[src/rtl/cycle_seq_pkg.sv]
// cycle_seq_pkg: shared encodings for the CPU cycle sequencer.
// Holds the FSM state type, the one-hot T-state and M-cycle constants
// and the bus widths used by the sequencer and its T-state ring.
package cycle_seq_pkg;

  localparam int STEP_W  = 4;
  localparam int COUNT_W = 8;

  typedef enum logic [1:0] {
    ST_FETCH = 2'd0,
    ST_RUN   = 2'd1,
    ST_HALT  = 2'd2
  } seq_state_e;

  localparam logic [STEP_W-1:0]  T1 = 4'b0001;
  localparam logic [STEP_W-1:0]  T2 = 4'b0010;
  localparam logic [STEP_W-1:0]  T3 = 4'b0100;
  localparam logic [STEP_W-1:0]  T4 = 4'b1000;

  localparam logic [COUNT_W-1:0] M1 = 8'b0000_0001;
  localparam logic [COUNT_W-1:0] M8 = 8'b1000_0000;

endpackage

[src/rtl/t_state_ring.sv]
// t_state_ring: 4-bit one-hot T-state ring (T1->T2->T3->T4->T1).
// The ring freezes while hold is high so bus wait states stretch the
// current T-state; reset returns it to T1.
module t_state_ring
  import cycle_seq_pkg::*;
(
  input  logic              clk,
  input  logic              reset,
  input  logic              hold,
  output logic [STEP_W-1:0] step
);

  // Rotate the one-hot T-state each clock unless held
  always_ff @(posedge clk) begin
    if (reset) begin
      step <= T1;
    end else if (!hold) begin
      step <= {step[STEP_W-2:0], step[STEP_W-1]};
    end else begin
      step <= step;
    end
  end

endmodule

[src/rtl/cycle_sequencer.sv]
// cycle_sequencer: central T-state / M-cycle sequencer of the control unit.
// Runs the FETCH / RUN / HALT loop, closes the instruction on the decoders'
// fetch request and forces a refetch (sticky fault) on instructions that
// run past M8.
// Optional feature macro: CYCLE_SEQ_BUS_WAIT_EN -- when defined, a low
// i_Bus_Ready during T2 freezes the sequencer and raises o_Stall.
module cycle_sequencer
  import cycle_seq_pkg::*;
(
  input  logic               i_Clk,
  input  logic               i_Reset,
  input  logic               i_Fetch,
  input  logic               i_Halt,
  input  logic               i_Int_Pending,
  input  logic               i_Bus_Ready,
  output logic [STEP_W-1:0]  o_Cycle_Step,
  output logic [COUNT_W-1:0] o_Cycle_Count,
  output logic               o_Active,
  output logic               o_IR_Load,
  output logic               o_PC_Fetch,
  output logic               o_M_Tick,
  output logic               o_Stall,
  output logic               o_Fault
);

  logic [STEP_W-1:0]  step_s;
  logic               hold_s;
  logic               at_t4_s;
  logic               ir_load_s;
  seq_state_e         state_r;
  seq_state_e         state_n_s;
  logic [COUNT_W-1:0] count_r;
  logic [COUNT_W-1:0] count_n_s;
  logic               fault_r;
  logic               fault_n_s;
  logic               active_r;
  logic               pc_fetch_r;
  logic               stall_r;

`ifdef CYCLE_SEQ_BUS_WAIT_EN
  // Wait states are only inserted in T2, in every state
  assign hold_s = (step_s == T2) & ~i_Bus_Ready;
`else
  logic unused_bus_ready_s;
  assign unused_bus_ready_s = i_Bus_Ready;
  assign hold_s             = 1'b0;
`endif

  t_state_ring u_ring (
    .clk   (i_Clk),
    .reset (i_Reset),
    .hold  (hold_s),
    .step  (step_s)
  );

  // hold_s can only be high in T2, so a T4 clock always completes
  assign at_t4_s = (step_s == T4);

  // Next state, next M-cycle count, fault latch and IR load decision
  always_comb begin
    state_n_s = state_r;
    count_n_s = count_r;
    fault_n_s = fault_r;
    ir_load_s = 1'b0;
    if (at_t4_s) begin
      case (state_r)
        ST_FETCH: begin
          ir_load_s = 1'b1;
          state_n_s = ST_RUN;
          count_n_s = M1;
        end
        ST_RUN: begin
          if (i_Fetch) begin
            count_n_s = M1;
            if (i_Halt) begin
              state_n_s = ST_HALT;
            end else begin
              ir_load_s = 1'b1;
            end
          end else if (count_r == M8) begin
            // Runaway instruction: flag it and refetch from M1
            fault_n_s = 1'b1;
            ir_load_s = 1'b1;
            count_n_s = M1;
          end else begin
            count_n_s = {count_r[COUNT_W-2:0], 1'b0};
          end
        end
        ST_HALT: begin
          count_n_s = M1;
          if (i_Int_Pending) begin
            state_n_s = ST_FETCH;
          end else begin
            state_n_s = ST_HALT;
          end
        end
        default: begin
          state_n_s = ST_FETCH;
          count_n_s = M1;
        end
      endcase
    end else begin
      state_n_s = state_r;
      count_n_s = count_r;
    end
  end

  // Sequencer registers; decoder enables follow the next state so they
  // change on the same edge as the FSM
  always_ff @(posedge i_Clk) begin
    if (i_Reset) begin
      state_r    <= ST_FETCH;
      count_r    <= M1;
      fault_r    <= 1'b0;
      active_r   <= 1'b0;
      pc_fetch_r <= 1'b1;
      stall_r    <= 1'b0;
    end else begin
      state_r    <= state_n_s;
      count_r    <= count_n_s;
      fault_r    <= fault_n_s;
      active_r   <= (state_n_s == ST_RUN);
      pc_fetch_r <= (state_n_s == ST_FETCH);
      stall_r    <= hold_s;
    end
  end

  assign o_Cycle_Step  = step_s;
  assign o_Cycle_Count = count_r;
  assign o_Active      = active_r;
  assign o_PC_Fetch    = pc_fetch_r;
  assign o_Stall       = stall_r;
  assign o_Fault       = fault_r;
  assign o_IR_Load     = ir_load_s;
  assign o_M_Tick      = at_t4_s & ~hold_s;

endmodule

[config.mk]
export PLATFORM = sky130hd
export DESIGN_NAME = cycle_sequencer
export DESIGN_NICKNAME = d
export VERILOG_FILES = /design/src/rtl/cycle_seq_pkg.sv /design/src/rtl/t_state_ring.sv /design/src/rtl/cycle_sequencer.sv
export SDC_FILE = /design/constraint.sdc
export NUM_CORES = 1
export LEC_CHECK = 0
export CAP_MARGIN = 20
export CORE_UTILIZATION = 41
export DETAILED_ROUTE_END_ITERATION = 10
export PLACE_DENSITY = 0.82
export REMOVE_ABC_BUFFERS = 1
export SLEW_MARGIN = 20
export SYNTH_ARGS = -nofsm -noshare
export SYNTH_HDL_FRONTEND = slang
export SYNTH_SLANG_ARGS = --single-unit
[constraint.sdc]
create_clock -name i_Clk -period 1.9 [get_ports i_Clk]
set_input_delay 0.38 -clock i_Clk [delete_from_list [all_inputs] [get_ports i_Clk]]
set_output_delay 0.38 -clock i_Clk [all_outputs]
set_load 0.05 [all_outputs]
# Yosys cells after proc, flatten, opt, wreduce, memory -nomap -nowiden
# Index checks and enable logic that the tools add are counted.
# totals
regBits	17
latchBits	0
ram_bits	0
romBits	0
mem_count	0
# classes
add_sub_neg	0
multipliers	0
div_mod_pow	0
order_cmp	0
n_eq_ne	5
shifts	0
muxes	13
bitwise_logic	1
reduce_logical	3
# ops
op	n
$mux W8	3
$eq A8 B8 Y1 const B	1
$mux W2	4
$pmux W2 S3	1
$eq A2 B1 Y1 const B	2
$eq A4 B4 Y1 const B	1
$logic_not A2 Y1	2
$mux W1	4
$reduce_and A4 Y1	1
$eq A2 B2 Y1 const B	1
$pmux W1 S2	1
$not A1 Y1	1

# Longest topological paths before layout
# depth
word_depth	5
depth_mapped	5

# Cells and area by module
# From an unflattened synthesis, not the netlist that was laid out.
# unflattened
hier_cells	79
hier_area_um2	691.9
# modules_own_cells
mod	instances	cells_each	area_per_inst_um2	seq_area_each_um2
cycle_sequencer	1	66	548.0	260.2
t_state_ring	1	13	143.9	80.1

# Least setup slack after synthesis
# No wires, ideal clock.
# synth_path
kind	reg-to-output
from	register u_ring.step[3]
to	output port o_IR_Load
arrival_time_ns	2.494
required_ns	1.520
slack_ns	-0.974
stages_incl_launch_ff	5
n_path_buf	0
path_cell_list	dfxtp_1 or4b_4 inv_2 nand2_1 a211oi_1
# synth_between
elab_chain_cells	2
# synth_rtl
item	line	text
start, declared	t_state_ring.sv:10	output logic [STEP_W-1:0] step
start signal, assigned	t_state_ring.sv:18	step <= {step[STEP_W-2:0], step[STEP_W-1]};
start signal, assigned	t_state_ring.sv:20	step <= step;
$eq A4 B4 Y1	cycle_sequencer.sv:57	assign at_t4_s = (step_s == T4);
$mux W1	cycle_sequencer.sv:65	if (at_t4_s) begin
end, declared	cycle_sequencer.sv:19	output logic o_IR_Load,
# No other way between the ends.

# Worst setup path in the final report
# layout_path
from	register u_ring.step[1]
to	output port o_IR_Load
# Same word-level chain as after synthesis.

==> results.py <==
metrics = {
    "logic_synthesis": {
        "ys_warn_count": 0,
        "netlist_area_um2": 663,
        "ys_ff_latch": 17,
        "synthCells": 76,
        "syn_avg_cell_area_um2": 8.73,
        "ys_types": 29,
        "seq_area_frac_synth_pct": 51.3,
    },
    "timing": {
        "relSlewSlack_pct": 66.4,
        "timing.final.setup_violations": 2,
        "hold_ws_ps": 476,
        "fmax_ghz": 0.483,
        "hold_viol": 0,
        "tns_ps": -240,
        "period_needed_ps": 2070,
        "rsz0062_at_grt": "yes",
        "fin_crit_sh_pct": 109,
        "drv_slew": 0,
        "layout_setup_ws_ps": -169,
        "fin_skew_ps": 5.74,
        "worstMarginPinSlew_ps": 503,
    },
    "cells_and_area": {
        "final_layout_size_suffix_gt1_share_pct": 22.9,
        "n_fill_cell": 120,
        "final_common_cell": "dfxtp_1",
        "most-common-layout-cells": "dfxtp_1, clkdlybuf4s50_1, buf_4",
        "final_util_pct": 66.0,
        "diodes": 0,
        "layout.cells.non_filler": 121,
        "fin_area_um2": 995,
        "nets": 112,
        "synthToLayoutAreaGrowth_pct": 50.0,
    },
    "power_and_ir_drop": {
        "p_int_uw": 471,
        "comb_power_share_pct": 10.8,
        "power_density_nw_per_um2": 634,
        "clkPwrFrac_pct": 31.2,
        "pwr-share-seq_pct": 58.0,
        "p_leak_nw": 0.442,
        "power_switching_share_pct": 25.2,
        "p_sw_uw": 159,
        "ir_drop_uv": 553,
        "finalPower_uw": 630,
    },
    "routing": {
        "viasPerCell": 5.33,
        "drtPass1Iterations": 4,
        "routedWlPerCell_um": 12.0,
        "drc_errors": 0,
        "wl_mm": 1.45,
        "drtAntennaViolNets": 0,
        "drtIter0Drc": 19,
        "vias": 645,
    },
    "clock_tree": {
        "ctsRootBufferMaster": "clkbuf_4",
        "path_clk_slew_ps": 100,
        "insertion_delay_ps": 290,
        "clock_path_buffers": 2,
        "cts_tree": "done",
        "cts_num_sinks": 17,
        "numCtsBuffers": 3,
        "ctsHtreeMaxLevel": 1,
    },
    "floorplan": {
        "die_x_um": 42.2,
        "core-area_um2": 1510,
        "ios": 24,
        "die_area_um2": 1780,
        "rows": 14,
        "die_y_um": 42.2,
        "initial_utilization_pct": 44.0,
    },
    "global_route": {
        "grt-ovfl-total": 0,
        "antenna_found_initial": 0,
        "grt_pass1_vias": 576,
        "grt_first_pass_wirelength_mm": 2.38,
        "grt_max_degree": 14,
        "grt_usage_pct": 17.6,
    },
    "setup_path": {
        "max_stage_delay_ps": 530,
        "cp_data_arrival_time_ps": 1690,
        "worstPathRequired_ps": 1520,
        "crit_path_max_fanout": 2,
        "crit_type": "flip-flop to output port",
        "crit_path_cell_trace": "or4b_4 -> inv_2 -> nand2_2 -> a211oi_2 -> buf_4 -> buf_12",
        "r2r_start": "u_ring.step[1]",
        "endpoint_kind": "output port",
        "startpoint": "u_ring.step[1]",
        "cp_slowest_cell": "or4b_4",
        "critPathLaunchType": "flip-flop",
    },
    "run_status": {
        "violations": "setup timing",
        "status": "complete, but fails checks",
    },
    "placement": {
        "dp_worst_setup_slack_ps": 35.8,
        "dp_cells": 115,
        "place_area_um2": 932,
        "gp_congestion": 0.803,
        "portBuffers": 21,
        "dpl.hpwl_um": 990,
    },
    "min_path": {
        "min_path_type": "flip-flop to flip-flop",
        "hp-start": "o_Cycle_Count[7]",
    },
    "job": {
        "maxCapViolCount": 0,
    },
}
==> cell families (layout without fill, tap and decap cells) <==
group                  count (synthesis)  in the layout  synth area share (%)
and+or+nand+nor                       35             35                  28.1
DFF                                   17             17                  51.3
AOI/OAI and AO/OA                     16             16                  14.2
buffers and inverters                  7             36                  5.85
other                                  1              1                 0.565
==> power by group through the flow <==
stage	sequential (mW)	clock [mW]	combinational (mW)
2_1_floorplan	0.390	0	0.0156
3_3_place_gp	0.373	0	0.0653
3_5_place_dp	0.374	0	0.0658
4_1_cts	0.365	0.196	0.0683
5_1_grt	0.366	0.214	0.0711
6_report	0.366	0.196	0.0683
==> layout make-up <==
type | count | area (um^2) | area share [%]
Inverter | 2 | 7.51 | 0.755
Clock buffer | 4 | 26.3 | 2.64
Tap cell | 16 | 20.0 | 2.01
Multi-Input combinational cell | 52 | 292 | 29.3
Timing Repair Buffer | 30 | 305 | 30.7
Sequential cell | 17 | 344 | 34.6
==> worst paths after layout <==
path,endpoint,slack [ps],cells past startpoint
worst max-delay path,o_IR_Load,-170,6
worst min-delay path,o_Cycle_Count[7],480,2
worst max register to register,state_r[1],290,4
worst min register to register,o_Cycle_Count[7],480,2
==> synth_stat cells, drive strengths merged <==
| master | number | area share, % |
|---|---|---|
| dfxtp | 17 | 51 |
| nand2 | 9 | 5.1 |
| nand3 | 9 | 6.8 |
| a21oi | 8 | 6.0 |
| nor2 | 5 | 2.8 |
| nor2b | 4 | 3.8 |
| buf | 3 | 3.6 |
| clkbuf | 2 | 1.1 |
| inv | 2 | 1.1 |
| nor3 | 2 | 2.3 |
| o21ai | 2 | 1.5 |
| a211oi | 1 | 1.1 |
| a21o | 1 | 1.1 |
| a22o | 1 | 1.3 |
| a31oi | 1 | 0.94 |
| conb | 1 | 0.57 |
| nor3b | 1 | 1.1 |
| nor4 | 1 | 0.94 |
| nor4b | 1 | 1.3 |
| o21bai | 1 | 1.1 |
| o22ai | 1 | 0.94 |
| or2 | 1 | 0.94 |
| or3 | 1 | 0.94 |
| or4b | 1 | 2.1 |
==> routing by layer <==
layer	GRT usage, %	up-vias	share of wire (%)
met3	5.17	4	8.9
met2	25.8	34	44
met4	9.38	0	1.6
li1	-	318	-
met5	0	-	0
met1	23.0	289	46
==> state kept, by name, indices dropped and copies added (netlist names) <==
name and cells:
o_PC_Fetch 1, o_Active 1, o_Cycle_Count 8, u_ring.step 4, o_Fault 1, state_r 2
==> critical path: cells and delay by family (launching register included) <==
kind / cells / cell delay (ps)
buffers and inverters: 3 / 340
AND/OR/NAND/NOR: 2 / 570
AO/OA/AOI/OAI: 1 / 130
flip-flops: 1 / 340
==> repair_timing <==
item	4_1_cts	5_1_grt
endpoints found under the hold margin	0	0
buffers inserted	2	0
gates resized for setup	6	6
pin swaps	2	1
hold buffers	0	0
setup endpoints to repair	2	8
cloned	0	0
Note: power is estimated with default switching activity, not from simulation.
